$ cat config.mk
export PLATFORM = sky130hd
export DESIGN_NAME = video_pattern_gen
export DESIGN_NICKNAME = d
export VERILOG_FILES = /design/src/rtl/video_pattern_gen.sv
export SDC_FILE = /design/constraint.sdc
export NUM_CORES = 1
export LEC_CHECK = 0
export BUFFER_PORTS_ARGS = -buffer_cell sky130_fd_sc_hd__buf_4
export CAP_MARGIN = 25
export CORE_MARGIN = 10
export CORE_UTILIZATION = 52
export DETAILED_ROUTE_END_ITERATION = 10
export PLACE_DENSITY = 0.83
export SLEW_MARGIN = 20
export SYNTH_ARGS = -nofsm -noshare
export SYNTH_HDL_FRONTEND = slang
export SYNTH_SLANG_ARGS = --single-unit
$ cat constraint.sdc
create_clock -name clk_in -period 2 [get_ports clk_in]
set_clock_uncertainty 0.05 [all_clocks]
set_input_delay 0.3 -clock clk_in [delete_from_list [all_inputs] [get_ports clk_in]]
set_output_delay 0.3 -clock clk_in [all_outputs]
set_load 0.01 [all_outputs]
$ cat src/rtl/video_pattern_gen.sv
// Pixel-domain colour stage: two-stage pipeline turning pixel coordinates and
// timing strobes into a registered 24-bit RGB test pattern with matched strobes.
module video_pattern_gen #(
    parameter int H_ACTIVE   = 640,
    parameter int BAR_W      = 80,
    parameter int CHECK_LOG2 = 5
) (
    input  logic        clk_in,
    input  logic        reset_n,
    input  logic [9:0]  pix_x,
    input  logic [9:0]  pix_y,
    input  logic        de_in,
    input  logic        hsync_in,
    input  logic        vsync_in,
    input  logic        next_pattern,
    output logic [23:0] rgb,
    output logic        de_out,
    output logic        hsync_out,
    output logic        vsync_out,
    output logic [1:0]  pattern,
    output logic [7:0]  frame_count
);
    localparam int NBARS = H_ACTIVE / BAR_W;

    // Stage 1
    logic [9:0] x1_q, y1_q;
    logic       de1_q, hs1_q, vs1_q;
    logic [1:0] pat1_q;
    logic [7:0] fc1_q;

    // Stage 2
    logic [23:0] rgb_q, rgb_d;
    logic        de2_q, hs2_q, vs2_q;

    // Frame / pattern state
    logic [1:0] pattern_q, pattern_d;
    logic [7:0] fc_q, fc_d;
    logic       pending_q, pending_d;
    logic       frame_edge;

    // vs1_q doubles as the delayed copy used for rising-edge detection.
    assign frame_edge = vsync_in & ~vs1_q;

    always_comb begin
        pattern_d = pattern_q;
        fc_d      = fc_q;
        pending_d = pending_q | next_pattern;
        if (frame_edge) begin
            fc_d      = fc_q + 8'd1;
            pending_d = 1'b0;
            if (pending_q || next_pattern)
                pattern_d = pattern_q + 2'd1;
        end
    end

    logic [2:0] bar_idx;
    always_comb begin
        bar_idx = '0;
        for (int k = 1; k < NBARS; k++)
            if (int'(x1_q) >= k * BAR_W) bar_idx = 3'(k);
    end

    always_comb begin
        rgb_d = 24'h000000;
        if (de1_q) begin
            case (pat1_q)
                2'd0: begin
                    case (bar_idx)
                        3'd0:    rgb_d = 24'hffffff;
                        3'd1:    rgb_d = 24'hffff00;
                        3'd2:    rgb_d = 24'h00ffff;
                        3'd3:    rgb_d = 24'h00ff00;
                        3'd4:    rgb_d = 24'hff00ff;
                        3'd5:    rgb_d = 24'hff0000;
                        3'd6:    rgb_d = 24'h0000ff;
                        default: rgb_d = 24'h000000;
                    endcase
                end
                2'd1:    rgb_d = (x1_q[CHECK_LOG2] ^ y1_q[CHECK_LOG2]) ? 24'hffffff : 24'h000000;
                2'd2:    rgb_d = {3{x1_q[9:2]}};
                default: rgb_d = (x1_q[7:0] == fc1_q) ? 24'hffffff : 24'h0000ff;
            endcase
        end
    end

    // Only one bit of the row feeds the colour math.
    logic unused_y;
    assign unused_y = ^y1_q;

    always_ff @(posedge clk_in or negedge reset_n) begin
        if (!reset_n) begin
            x1_q      <= '0;
            y1_q      <= '0;
            de1_q     <= 1'b0;
            hs1_q     <= 1'b0;
            vs1_q     <= 1'b0;
            pat1_q    <= '0;
            fc1_q     <= '0;
            rgb_q     <= '0;
            de2_q     <= 1'b0;
            hs2_q     <= 1'b0;
            vs2_q     <= 1'b0;
            pattern_q <= '0;
            fc_q      <= '0;
            pending_q <= 1'b0;
        end else begin
            x1_q      <= pix_x;
            y1_q      <= pix_y;
            de1_q     <= de_in;
            hs1_q     <= hsync_in;
            vs1_q     <= vsync_in;
            pat1_q    <= pattern_q;
            fc1_q     <= fc_q;
            rgb_q     <= rgb_d;
            de2_q     <= de1_q;
            hs2_q     <= hs1_q;
            vs2_q     <= vs1_q;
            pattern_q <= pattern_d;
            fc_q      <= fc_d;
            pending_q <= pending_d;
        end
    end

    assign rgb         = rgb_q;
    assign de_out      = de2_q;
    assign hsync_out   = hs2_q;
    assign vsync_out   = vs2_q;
    assign pattern     = pattern_q;
    assign frame_count = fc_q;
endmodule

==> key figures <==
Synth
  – Synth area leader: dfrtp_1
  – Synth unique cells: 43
  – Area contributors post-synth: dfrtp_1 61%, nor3b_2 5.4%, o21ai_0 3.3%, xor2_1 3.1%, xnor2_1 2.7%
  – Syn Inst Count: 187
  – Post-synth EDFFs: 0
  – Main synth FF type: dfrtp_1
  – Sequential area share after synthesis: 60.6%
  – Top-area cell type share of the netlist area: 60.6%
  – Most common cell in the netlist: dfrtp_1
  – Avg Cell Area, Syn: 13.7 sq um
  – Post-Syn Area: 2560 sq um
  – FF+latch count, synth: 62
  – Commonest cells in the netlist: 62 x dfrtp_1, 17 x o21ai_0, 11 x nor3b_2
  – Syn nets: 214
  – Asr flop ratio synth: 100%
  – Synth warn: 0

CTS
  – CTS tree: built
  – Postcts setup bufs: 0
  – Sink Count: 62
  – CTS buffer count: 9
  – Root Buffer: clkbuf_8
  – Clk slew on worst S/H paths: 0.07 ns
  – Clock Latency Late Sink: 0.33 ns
  – H-tree depth: 3
  – Longest Clk Path Bufs: 2
  – Post-CTS resize count: 0

Critical path
  – CP startpoint kind: flip-flop
  – Critical Path RT: 2.19 ns
  – Critical path class: flip-flop to flip-flop
  – CP endpoint kind: flip-flop
  – CP arrival: 2.03 ns
  – Worst Path Max Fanout: 12

Drt
  – Vias per cell: 5.03
  – Residual DRC: 0
  – DRT iter0 DRCs: 94
  – Final wirelength: 4670 um
  – WL per Instance: 14.6 um
  – Via count: 1604
  – DRT Pass-1 Iters: 4
  – Post-DRT Antenna Nets: 0

Timing
  – Period minus WS final: 1.84 ns
  – FMAX: 543 MHz
  – Count of final setup violators: 0
  – Fin. Hold Viols: 0
  – Tightest Pin Transition: 0.715 ns
  – Period utilization: 92.1%
  – Final hold slack: 0.0193 ns
  – Final Slew Violations: 0
  – RSZ-0062 raised after global routing: no
  – Max_slew headroom: 52.3%
  – Final TNS setup: 0 ns

Placement
  – Port buffer count: 53
  – Post-DP HPWL: 3440 um
  – RePlAce Congestion: 0.891
  – Dpl cells: 303

Die
  – Initial core utilization: 53.8%
  – Floorplan Core Area: 4750 sq um
  – Die area: 8130 sq um
  – FP Rows: 25
  – Die width: 90.2 um
  – I/O pins: 63
  – Die height: 90.2 um

Power and ir drop
  – Power Density: 1430 nW/um^2
  – Sw frac: 32.2%
  – Final Power: 0.00464 W
  – Pint: 0.00314 W
  – VDD IR max: 0.867 mV
  – Sequential share of power: 41.3%
  – Static Leak: 1.55 nW
  – Clock power frac: 25.5%
  – Comb pwr share: 33.2%
  – Sw power: 0.00149 W

Global route
  – Total global routing overflow: 0
  – Largest net degree at the start of global routing: 63
  – Total GRT Usage: 11.6%
  – Number of global-route vias before repair: 1607
  – Initial antenna violation count: 0
  – First-pass GRT wire length: 7590 um

Min path
  – HP Class: primary input to flip-flop

Layout
  – Final Util: 68.3%
  – Layout area overhead: 26.9%
  – Layout cells sized above 1: 38.1%
  – # diodes: 0
  – Final #Nets: 275
  – Final std cells w/o fill: 319

Outcome
  – Status: finished, final reports clean

Run
  – Number of max-cap violations: 0
==> per-layer routing <==
| metal | GRT usage [%] | vias to the layer above | part of all wire [%] |
|---|---|---|---|
| met5 | 0 | - | 0 |
| met2 | 18.5 | 46 | 47 |
| met3 | 7.65 | 8 | 10 |
| li1 | - | 783 | - |
| met1 | 11.6 | 767 | 41 |
| met4 | 5.17 | 0 | 1.6 |
==> layout make-up <==
type                            count  area (sq um)
Multi-Input combinational cell    112           923
Clock inverter                      4          70.1
Clock buffer                       11           151
Tap cell                           67          83.8
Fill cell                         358          1510
Inverter                            2          7.51
Sequential cell                    62          1550
Timing Repair Buffer               61           460
==> power by group through the flow <==
| stage | clock (W) | sequential (W) | combinational (W) |
|---|---|---|---|
| 2_1_floorplan | 0 | 0.00198 | 0.000840 |
| 3_3_place_gp | 0 | 0.00191 | 0.00152 |
| 3_5_place_dp | 0 | 0.00194 | 0.00156 |
| 4_1_cts | 0.00122 | 0.00192 | 0.00157 |
| 5_1_grt | 0.00127 | 0.00197 | 0.00169 |
| 6_report | 0.00118 | 0.00192 | 0.00154 |
==> registers in the layout, indices dropped and copies added (netlist names), 2 cells and up <==
name and flops:
pattern 2, fc1_q 8, frame_count 8, pat1_q 2
x1_q 10, rgb 24
==> repair_timing <==
item                       CTS  global route
hold endpoints to repair    62             0
setup endpoints to repair    0             0
hold buffers                 1             0
==> path summary, 6_finish.rpt <==
check                         start         to  slack, ns  cells past startpoint
min in group asynchronous   reset_n     rgb[3]       0.52                      2
setup / recovery            x1_q[6]    rgb[22]       0.16                      4
max in group asynchronous   reset_n     rgb[5]       0.89                      2
hold / removal             pix_x[2]    x1_q[2]       0.02                      1
setup reg to reg            x1_q[6]    rgb[22]       0.16                      4
hold reg to reg               hs1_q  hsync_out       0.30                      0
==> worst max-delay path, cell delays in order (launching register included) <==
cell,delay [ns]
dfrtp_1,0.60
nor2_2,0.11
a2111oi_4,0.58
a21oi_1,0.18
nor3b_2,0.22
==> per-stage QoR <==
stage / worst slack, ns / area (sq um)
6_report: 0.158 / 3250
5_1_grt: 0.0166 / 3250
2_1_floorplan: 0.426 / 2560
4_1_cts: 0.154 / 3250
3_5_place_dp: 0.221 / 3020
3_3_place_gp: 0.242 / 3020
==> cells by family (layout without fill, tap and decap cells) <==
| family | after synthesis | in the layout | share of synthesized area (%) |
|---|---|---|---|
| AO/OA/AOI/OAI | 51 | 51 | 14.0 |
| adder cells (fa/ha/maj) | 1 | 1 | 0.489 |
| flip-flops | 62 | 62 | 60.6 |
| multiplexers | 1 | 1 | 0.440 |
| XOR/XNOR | 19 | 19 | 7.09 |
| AND/OR/NAND/NOR | 40 | 40 | 14.0 |
| buffers and inverters | 13 | 78 | 3.32 |
==> placed cells by master (no fill, tap or decap), types with 3 or more instances in the layout <==
cell type  count
buf_4         60
nor2_1         3
xnor2_1        8
nor3b_1        5
nor3b_2       11
o21ai_0       17
xor2_1         9
a22oi_1        8
clkbuf_8      11
a21oi_1        8
dfrtp_1       62
a21o_1         8
nand3_1        3
No activity file was read; power rests on OpenSTA's default activity.
